===== src/rtl/pio_loader.sv =====
// rtl/pio_loader.sv - configuration sequencer that loads a program and brings up one pio state machine
//
// Purpose:
//   On an accepted start, copies PLEN instructions from a synchronous
//   program ROM into pio instruction memory. It then writes PEND, DIV, GRPS
//   and SHIFT for the selected machine, and finally issues EN to enable it.
//
// Ports:
//   i_clk, i_reset      clock, synchronous active-high reset
//   i_start             single-cycle load request, ignored while busy/done
//   i_plen              instruction count 0..2**PROG_AW
//   i_sm_sel            target state machine
//   i_exec_ctrl, i_div, i_pin_grps, i_shift_ctrl, i_en_mask
//                       configuration words, latched on accepted start
//   o_prog_addr         program ROM address
//   i_prog_data         ROM data, valid one cycle after o_prog_addr
//   o_action, o_index, o_mindex, o_din
//                       pio command port, each command held one cycle
//   o_busy, o_done, o_err
//                       status: load in progress, EN issued, bad length

module pio_loader #(
    parameter int PROG_AW = 5
) (
    input  logic               i_clk,
    input  logic               i_reset,
    input  logic               i_start,
    input  logic [PROG_AW:0]   i_plen,
    input  logic [1:0]         i_sm_sel,
    input  logic [31:0]        i_exec_ctrl,
    input  logic [23:0]        i_div,
    input  logic [31:0]        i_pin_grps,
    input  logic [31:0]        i_shift_ctrl,
    input  logic [3:0]         i_en_mask,
    output logic [PROG_AW-1:0] o_prog_addr,
    input  logic [15:0]        i_prog_data,
    output logic [3:0]         o_action,
    output logic [4:0]         o_index,
    output logic [1:0]         o_mindex,
    output logic [31:0]        o_din,
    output logic               o_busy,
    output logic               o_done,
    output logic               o_err
);

    localparam logic [3:0] ACT_NONE  = 4'd0;
    localparam logic [3:0] ACT_INSTR = 4'd1;
    localparam logic [3:0] ACT_PEND  = 4'd2;
    localparam logic [3:0] ACT_GRPS  = 4'd5;
    localparam logic [3:0] ACT_EN    = 4'd6;
    localparam logic [3:0] ACT_DIV   = 4'd7;
    localparam logic [3:0] ACT_SHIFT = 4'd10;

    localparam logic [PROG_AW:0] MAX_LEN = {1'b1, {PROG_AW{1'b0}}};

    typedef enum logic [3:0] {
        ST_IDLE,
        ST_FETCH,
        ST_LOAD,
        ST_PEND,
        ST_DIV,
        ST_GRPS,
        ST_SHIFT,
        ST_EN,
        ST_DONE
    } state_t;

    state_t             r_state;
    logic [PROG_AW:0]   r_i;
    logic [PROG_AW:0]   r_plen;
    logic [31:0]        r_exec_ctrl;
    logic [23:0]        r_div;
    logic [31:0]        r_pin_grps;
    logic [31:0]        r_shift_ctrl;
    logic [3:0]         r_en_mask;
    logic [PROG_AW-1:0] r_prog_addr;
    logic [3:0]         r_action;
    logic [4:0]         r_index;
    logic [1:0]         r_mindex;
    logic [31:0]        r_din;
    logic               r_busy;
    logic               r_done;
    logic               r_err;

    logic [PROG_AW:0]   w_i_next;
    logic               w_last;

    // The counter is one bit wider than the ROM address, so a full-length
    // program ends at i = 2**PROG_AW - 1 without wrapping.
    assign w_i_next = r_i + 1'b1;
    assign w_last   = (r_i == r_plen - 1'b1);

    // Outputs are loaded on the edge that enters a state, so the command
    // on the port always belongs to the state currently held.
    // The ROM address is advanced one step ahead. The word for instruction i
    // is therefore on i_prog_data while in FETCH for i, and is captured on
    // the edge into LOAD. The address is parked at 0 while idle, so the first
    // word is already available in the cycle after start.
    always_ff @(posedge i_clk) begin
        if (i_reset) begin
            r_state      <= ST_IDLE;
            r_i          <= '0;
            r_plen       <= '0;
            r_exec_ctrl  <= '0;
            r_div        <= '0;
            r_pin_grps   <= '0;
            r_shift_ctrl <= '0;
            r_en_mask    <= '0;
            r_prog_addr  <= '0;
            r_action     <= ACT_NONE;
            r_index      <= '0;
            r_mindex     <= '0;
            r_din        <= '0;
            r_busy       <= 1'b0;
            r_done       <= 1'b0;
            r_err        <= 1'b0;
        end else begin
            r_action <= ACT_NONE;
            r_index  <= '0;
            r_din    <= '0;
            r_done   <= 1'b0;
            case (r_state)
                ST_IDLE: begin
                    if (i_start) begin
                        if (i_plen > MAX_LEN) begin
                            r_err <= 1'b1;
                        end else begin
                            r_err        <= 1'b0;
                            r_busy       <= 1'b1;
                            r_plen       <= i_plen;
                            r_mindex     <= i_sm_sel;
                            r_exec_ctrl  <= i_exec_ctrl;
                            r_div        <= i_div;
                            r_pin_grps   <= i_pin_grps;
                            r_shift_ctrl <= i_shift_ctrl;
                            r_en_mask    <= i_en_mask;
                            r_i          <= '0;
                            if (i_plen == '0) begin
                                r_state  <= ST_PEND;
                                r_action <= ACT_PEND;
                                r_din    <= i_exec_ctrl;
                            end else begin
                                r_state  <= ST_FETCH;
                            end
                        end
                    end
                end
                ST_FETCH: begin
                    r_state     <= ST_LOAD;
                    r_action    <= ACT_INSTR;
                    r_index     <= 5'(r_i);
                    r_din       <= {16'h0, i_prog_data};
                    r_prog_addr <= w_last ? '0 : w_i_next[PROG_AW-1:0];
                end
                ST_LOAD: begin
                    if (w_last) begin
                        r_state  <= ST_PEND;
                        r_action <= ACT_PEND;
                        r_din    <= r_exec_ctrl;
                    end else begin
                        r_i     <= w_i_next;
                        r_state <= ST_FETCH;
                    end
                end
                ST_PEND: begin
                    r_state  <= ST_DIV;
                    r_action <= ACT_DIV;
                    r_din    <= {8'h0, r_div};
                end
                ST_DIV: begin
                    r_state  <= ST_GRPS;
                    r_action <= ACT_GRPS;
                    r_din    <= r_pin_grps;
                end
                ST_GRPS: begin
                    r_state  <= ST_SHIFT;
                    r_action <= ACT_SHIFT;
                    r_din    <= r_shift_ctrl;
                end
                ST_SHIFT: begin
                    r_state  <= ST_EN;
                    r_action <= ACT_EN;
                    r_din    <= {28'h0, r_en_mask};
                end
                ST_EN: begin
                    r_state <= ST_DONE;
                    r_done  <= 1'b1;
                    r_busy  <= 1'b0;
                end
                ST_DONE: begin
                    r_state <= ST_IDLE;
                end
                default: begin
                    r_state <= ST_IDLE;
                    r_busy  <= 1'b0;
                end
            endcase
        end
    end

    assign o_prog_addr = r_prog_addr;
    assign o_action    = r_action;
    assign o_index     = r_index;
    assign o_mindex    = r_mindex;
    assign o_din       = r_din;
    assign o_busy      = r_busy;
    assign o_done      = r_done;
    assign o_err       = r_err;

endmodule


===== config.mk =====
export PLATFORM = sky130hd
export DESIGN_NAME = pio_loader
export DESIGN_NICKNAME = d
export VERILOG_FILES = /design/src/rtl/pio_loader.sv
export SDC_FILE = /design/constraint.sdc
export NUM_CORES = 1
export LEC_CHECK = 0
export ABC_AREA = 1
export BUFFER_PORTS_ARGS = -buffer_cell sky130_fd_sc_hd__clkbuf_2
export CORE_MARGIN = 3
export CORE_UTILIZATION = 53
export CTS_CLUSTER_SIZE = 28
export DETAILED_ROUTE_END_ITERATION = 8
export PLACE_DENSITY = 0.88
export SLEW_MARGIN = 15
export SYNTH_ARGS = -nofsm -noshare
export SYNTH_HDL_FRONTEND = slang
export SYNTH_SLANG_ARGS = --single-unit

===== constraint.sdc =====
create_clock -name i_clk -period 2.3 [get_ports i_clk]
set_input_delay 0.345 -clock i_clk [delete_from_list [all_inputs] [get_ports i_clk]]
set_output_delay 0.345 -clock i_clk [all_outputs]
set_load 0.02 [all_outputs]

# == Word-level counts from Yosys, hierarchy flattened ==
# Index checks and enable logic that the tools add are counted.
# op_classes
n_addsub,2
magnitude_cmp,1
n_eq_ne,12
mux,25
bitwise,3
n_reduce_logical,10
# op_table
op,count
case mux 32 bit (7 select lines),1
two-way mux 32 bit,4
case mux 4 bit (8 select lines),1
case mux 4 bit (7 select lines),1
two-way mux 6 bit,3
"equality test 4 x 3 -> 1 bit, second input constant",4
two-way mux 2 bit,6
case mux 6 bit (2 select lines),1
"equality test 4 x 2 -> 1 bit, second input constant",2
two-way mux 4 bit,2
OR reduction 7 bit,1
"adder 6 x 1 -> 6 bit, second input constant",1
equality test 6 bit,1
"greater-than comparator 6 bit, second input constant",1
logical NOT 6 bit,1
"!= test 2 bit, second input constant",3
AND reduction 3 bit,2
"subtractor 6 x 1 -> 6 bit, second input constant",1
two-way mux 5 bit,1
"equality test 4 x 1 -> 1 bit, second input constant",1
"equality test 4 bit, second input constant",1
logical NOT 4 bit,1
two-way mux 1 bit,4
AND reduction 2 bit,2
other kinds (5),7
# totals
regBits,191
inputBits,151
output_inout_bits,51

# == Depth between registers and ports, before layout ==
# Gate-level depths: netlist (run 1).
# logic_depth
word_depth,5
mapped_depth,13
mapped_depth_nobuf,13

# == Least setup slack after synthesis (run 1) ==
# Ideal clock, no wire load.
# synth_path
path_kind,reg-to-reg
startpoint,register r_plen[0]
endpoint,"register r_din[24], in the netlist o_din[24]"
arrival_ns,1.627
t_required_ns,2.242
slack_ns,0.615
path_stages_with_launch,10
path_buffers,0
period_less_slack_ns,1.685
path_cell_list,dfxtp_1 inv_1 ha_1 xnor2_1 nor2_1 nand3_2 nor2_4 nand2_2 nor2_1 o21a_1
# synth_between
elab_chain_cells,4
# synth_lines
element,line,source
from (decl),70,logic [PROG_AW:0] r_plen;
from (signal assigned),130,r_plen <= i_plen;
subtractor 6 x 1 -> 6 bit,91,assign w_last = (r_i == r_plen - 1'b1);
equality test 6 bit,91,
two-way mux 32 bit,156,if (w_last) begin
case mux 32 bit (7 select lines),122,case (r_state)
to (signal assigned),152,"r_din <= {16'h0, i_prog_data};"
to (signal assigned),159,r_din <= r_exec_ctrl;
to (signal assigned),168,"r_din <= {8'h0, r_div};"
to (decl),80,logic [31:0] r_din;
# No other way between the ends.
# A chain may end at the register's enable or synchronous reset.

# == Final worst setup path (run 1) ==
# Ends and elaborated chain as after synthesis.

==> out/results.txt, run 1 <==
Clk network pwr share: 0.406
Hold buffer count at CTS: 0
# DRC: 0
Die height: 127 um
Measured slew at the worst slew-check pin: 0.515 ns
Largest net degree at the start of global routing: 120
Unrepaired setup endpoints after global routing: false
EDFF count, synth: 0
# rows: 43
Layout cell share with drive strength beyond 1: 0.224
Nets@finish: 1361
Num CTS Buffers: 17
Top-count cell post-synth: nand2_1
Hold_ws: 0.137 ns
Clock slew seen by the registers of the worst setup and hold paths: 0.07 ns
Global-route wire length before repair: 35200 um
Slew margin rel.: 0.656
Synth Flop Type: dfxtp_1
Final ANT Viol Nets: 0
H-tree depth: 4
Setup TNS: 0 ns
FFs w/ async S/R, synth: 0
Clk_skew: 0.00712 ns
Gr ovfl total: 0
Seq pwr share: 0.474
Clock sink count: 191
CP arrival: 2.37 ns
Initial antenna violation count: 1
Netlist cell types: 35
Final setup viols: 0
Largest fanout on the critical path: 28
WP data required: 2.68 ns
Worst reg2reg endpoint: o_din[24]$_SDFF_PP0_
Synth Cell Area: 0.00780 mm^2
Pwr dens: 800 mW/mm^2
Setup crit start kind: register
Syn nets: 1190
Vias in the first global route: 7252
FMAX: 502 MHz
Max_cap viols: 0
Avg Cell Area, Syn: 7.52 um^2
Sequential cell area fraction in the yosys report: 0.490
CP startpoint: r_plen[0]$_SDFFE_PP0P_
Commonest cells post-synth: nand2_1 (260), dfxtp_1 (191), a21oi_1 (175), inv_1 (89), o21ai_0 (68)
Reg2reg start: r_plen[0]$_SDFFE_PP0P_
Final WL: 22600 um
Via count: 7761
Final period util: 0.867
Vias/cell: 5.54
GPL Wtd Cong: 0.887
CP endpoint: o_din[24]$_SDFF_PP0_
Setup Buffers After CTS: 0
Synth area leader: dfxtp_1
Die Wd: 127 um
VDD IR-drop max: 0.000660 V
Die area: 0.0162 mm^2
Final Hold Viols: 0
Leak: 4.03 nW
P_sw: 1.90 mW
Total power: 7.59 mW
FF-to-FF setup slack: 0.31 ns
Wire per inst: 16.1 um
Crit path time final: 1.99 ns
CTS tree: done
Initial Util: 0.551
Worst hold path type: primary input to register
Tot GR Track Use: 0.274
Status: complete, no violations
R2R depth: 10
Post-cts resize count: 0
Area grow syn2layout: 21.6%
Clock Latency Late Sink: 0.43 ns
Max clock buf depth: 2
Fill cell count: 1164
YS warnings: 0
Design Area, Final: 0.00949 mm^2
P_int: 5.69 mW
CTS Root Buffer Type: clkbuf_16
Yosys reg bits: 191
Core area: 0.0141 mm^2
CP endpoint kind: register
Top cells by area, synth: dfxtp_1 (49%), nand2_1 (13%), a21oi_1 (11%)
Sw Share: 0.250
IO Port Bufs: 201
Drt first pass iters: 6
Drt first-iter violations: 764
CP Class: register to register
Synthesized netlist cell count: 1037
# IOs: 202
Detailed placement HPWL: 15900 um
Yosys top cell area share: 0.490
Slew Limit Fails: 0
Post-DP Area: 0.00886 mm^2
Part of the power in combinational logic: 0.120
==> per-stage QoR <==
stage	cells	utilization	setup slack (ns)
after floorplan	1037	-	0.615
after global placement	1369	0.626	0.444
after detailed placement	1369	0.626	0.327
after CTS	1401	0.670	0.309
after global routing	1402	0.670	0.156
final	1402	0.670	0.306
==> layout make-up <==
class / count / area [um^2] / share of cell area
well taps: 180 / 225 / 0.0237
clock inverters: 9 / 129 / 0.0136
multi-input cells: 681 / 3250 / 0.343
clock buffers: 23 / 498 / 0.0525
repair buffers: 217 / 1180 / 0.124
inverters: 100 / 375 / 0.0396
diodes: 1 / 2.50 / 0.000264
flip-flops and latches: 191 / 3820 / 0.403
==> flip-flops by register name, indices dropped and copies added (netlist names), 2 cells and up <==
register and flops:
o_action 4, o_din 32, o_index 5, o_mindex 2, o_prog_addr 5, r_div 24, r_en_mask 4, r_exec_ctrl 32
r_i 6, r_pin_grps 32, r_plen 6, r_shift_ctrl 32, r_state 4
==> cells in the final DEF (no fill, tap or decap), drive strengths merged, types with 6 or more instances in the layout <==
master / instances
dfxtp: 191
nand2: 265
a31oi: 11
nand4: 6
nand3: 48
o21a: 7
clkbuf: 223
o221ai: 7
buf: 17
inv: 101
o21ai: 69
nor2: 54
a21oi: 175
o22ai: 11
==> worst min path at each step <==
stage / start / endpoint / cells past startpoint
final: i_div[12] / r_div[12]$_SDFFE_PP0P_ / 3
after global routing: i_pin_grps[12] / r_pin_grps[12]$_SDFFE_PP0P_ / 3
after CTS: i_div[12] / r_div[12]$_SDFFE_PP0P_ / 3
after detailed placement: r_div[2]$_SDFFE_PP0P_ / r_div[2]$_SDFFE_PP0P_ / 2
after global placement: r_div[2]$_SDFFE_PP0P_ / r_div[2]$_SDFFE_PP0P_ / 2
after floorplan: r_en_mask[3]$_SDFFE_PP0P_ / r_en_mask[3]$_SDFFE_PP0P_ / 2
==> kinds of logic (layout without fill, tap and decap cells) <==
| group | count (synthesis) | in the layout | share of synthesized area |
|---|---|---|---|
| AND/OR/NAND/NOR | 380 | 380 | 0.202 |
| AO/OA/AOI/OAI | 294 | 294 | 0.204 |
| flip-flops | 191 | 191 | 0.490 |
| buffers and inverters | 165 | 349 | 0.0943 |
| XOR/XNOR | 5 | 5 | 0.00561 |
| adder cells (fa/ha/maj) | 2 | 2 | 0.00321 |
| other | 0 | 1 | 0 |
==> worst max-delay path, stage by stage (launching register included) <==
cell	delay [ns]
dfxtp_1	0.36
inv_1	0.09
ha_1	0.31
xnor2_1	0.14
nor2_1	0.12
nand3_2	0.16
nor2_4	0.14
buf_12	0.19
nand2_2	0.17
nor2_1	0.14
o21a_1	0.13
==> layer usage <==
| metal | up-vias | GRT usage | wire [um] | part of all wire |
|---|---|---|---|---|
| met5 | - | 0 | 0 | 0 |
| met4 | 0 | 0.162 | 1070 | 0.047 |
| li1 | 3735 | - | - | - |
| met1 | 3538 | 0.325 | 8690 | 0.38 |
| met2 | 407 | 0.461 | 11100 | 0.49 |
| met3 | 81 | 0.0506 | 1740 | 0.077 |
==> power groups by stage <==
stage               clock (mW)  sequential, mW  combinational [mW]
CTS                       3.09            3.60               0.902
finish                    3.08            3.60               0.908
global placement             0            3.66               0.875
detailed placement           0            3.67               0.892
global route              3.23            3.61                1.01
floorplan                    0            3.68               0.552
Note: power is estimated with default switching activity, not from simulation.
==> inputs of run 2 (changes only) <==
--- a/config.mk
+++ b/config.mk
@@ -8,10 +8,10 @@
 export ABC_AREA = 1
 export BUFFER_PORTS_ARGS = -buffer_cell sky130_fd_sc_hd__clkbuf_2
 export CORE_MARGIN = 3
-export CORE_UTILIZATION = 53
+export CORE_UTILIZATION = 57
 export CTS_CLUSTER_SIZE = 28
 export DETAILED_ROUTE_END_ITERATION = 8
-export PLACE_DENSITY = 0.88
+export PLACE_DENSITY = 0.93
 export SLEW_MARGIN = 15
 export SYNTH_ARGS = -nofsm -noshare
 export SYNTH_HDL_FRONTEND = slang
==> constraint.sdc (replaced) <==
create_clock -name i_clk -period 2.4 [get_ports i_clk]
set_input_delay 0.36 -clock i_clk [delete_from_list [all_inputs] [get_ports i_clk]]
set_output_delay 0.36 -clock i_clk [all_outputs]
set_load 0.02 [all_outputs]
==> run 2 against run 1 <==
Net effect: global-route usage is 1.8 points higher; flip-flop and latch count unchanged; worst setup slack improved by 0.060 ns; final area about the same; clock power shrank 2%; sequential share of layout area hardly changed; non-clock buffer count shrank 2; clock-buffer cell count down 1; register-to-register slack better by 0.06 ns; critical path depth did not move; critical path type unchanged; highest routed layer unchanged.
==> out/results.txt, run 2 (synthesis gave the netlist of run 1 again) <==
Final Hold Viols: 0
Final worst slack: 0.366 ns
Die height: 123 um
Tot GR Track Use: 0.292
Initial Util: 0.587
CTS Root Buffer Type: clkbuf_16
Gr ovfl total: 0
VDD IR-drop max: 0.000484 V
Final setup viols: 0
Pwr dens: 773 mW/mm^2
H-tree depth: 4
Hold buffer count at CTS: 0
CP endpoint kind: register
Max_cap viols: 0
Total power: 7.34 mW
Slew Limit Fails: 0
Initial antenna violation count: 0
Unrepaired setup endpoints after global routing: false
Area grow syn2layout: 21.7%
Vias/cell: 5.65
Wire per inst: 16.1 um
CP Class: register to register
Die Wd: 123 um
Antenna diode count: 0
Final ANT Viol Nets: 0
Layout cell share with drive strength beyond 1: 0.221
Vias in the first global route: 7223
Reg2reg start: r_plen[0]$_SDFFE_PP0P_
Clk_skew: 0.00888 ns
Largest fanout on the critical path: 27
CP startpoint: r_plen[0]$_SDFFE_PP0P_
Global-route wire length before repair: 34500 um
CP arrival: 2.36 ns
# DRC: 0
Clock slew seen by the registers of the worst setup and hold paths: 0.07 ns
Via count: 7883
Clock sink count: 191
WP data required: 2.72 ns
Drt first pass iters: 6
Setup TNS: 0 ns
Pre-CTS setup slack: 0.408 ns
# IOs: 202
Nets@finish: 1359
# rows: 42
Measured slew at the worst slew-check pin: 0.529 ns
Final WL: 22500 um
Final period util: 0.847
Clock Latency Late Sink: 0.43 ns
Largest net degree at the start of global routing: 102
Detailed placement HPWL: 15600 um
Status: complete, no violations
Hold Startpoint: i_div[7]
Fin util: 0.714
Num CTS Buffers: 17
FMAX: 492 MHz
Slew margin rel.: 0.647
Max clock buf depth: 2
Most frequent cells in the layout: nand2_1 (260), clkbuf_2 (200), dfxtp_1 (191)
Drt first-iter violations: 1035
CTS tree: done
Post-cts resize count: 0
Crit path time final: 2.03 ns
Post-DP Area: 0.00886 mm^2
Setup crit start kind: register
Core area: 0.0133 mm^2
Fill cell count: 1038
Design Area, Final: 0.00949 mm^2
IO Port Bufs: 201
Setup Buffers After CTS: 0
Worst hold path type: primary input to register
Die area: 0.0151 mm^2
Leak: 4.03 nW
Commonest non-fill, non-tap cell in the layout: nand2_1
GPL Wtd Cong: 0.917
run 2: area by class of cell:
type	count	area [um^2]	area share
sequential	191	3820	0.403
multi-input combinational	681	3250	0.343
timing repair buffer	215	1190	0.125
clock buffer	22	474	0.0499
inverter	100	375	0.0395
tap	176	220	0.0232
clock inverter	10	159	0.0167
run 2: worst paths after layout:
| kind | slack [ns] | cells after the start | to |
|---|---|---|---|
| setup / recovery | 0.37 | 10 | o_prog_addr[0]$_SDFFE_PP0N_ |
| hold / removal | 0.15 | 3 | r_div[7]$_SDFFE_PP0P_ |
| setup reg to reg | 0.37 | 10 | o_prog_addr[0]$_SDFFE_PP0N_ |
| hold reg to reg | 0.45 | 2 | o_err$_SDFFE_PP0P_ |
run 2: power by group:
part           switching, mW  internal [mW]
sequential            0.0881           3.36
combinational          0.556          0.319
clock                   1.19           1.82
total                   1.84           5.50
run 2: critical path, cell delays in order (launching register included):
cell and delay, ns:
dfxtp_1 0.37, inv_1 0.10, ha_1 0.31, xnor2_1 0.12
nor2_1 0.11, nand3_2 0.14, nor2_4 0.12, buf_4 0.36
inv_1 0.14, nand2_1 0.09, a21oi_1 0.05
run 2: layer usage:
layer | part of all wire | wire, um | global-route usage
met2 | 0.48 | 10800 | 0.479
met1 | 0.39 | 8740 | 0.359
met4 | 0.054 | 1220 | 0.174
met5 | 0 | 0 | 0
met3 | 0.076 | 1700 | 0.0522
run 2: per-stage QoR:
step,std cells,hold WS (ns)
5_1_grt,1395,0.159
4_1_cts,1395,0.143
3_5_place_dp,1363,0.439
3_3_place_gp,1363,0.432
2_1_floorplan,1037,0.425
6_report,1395,0.152
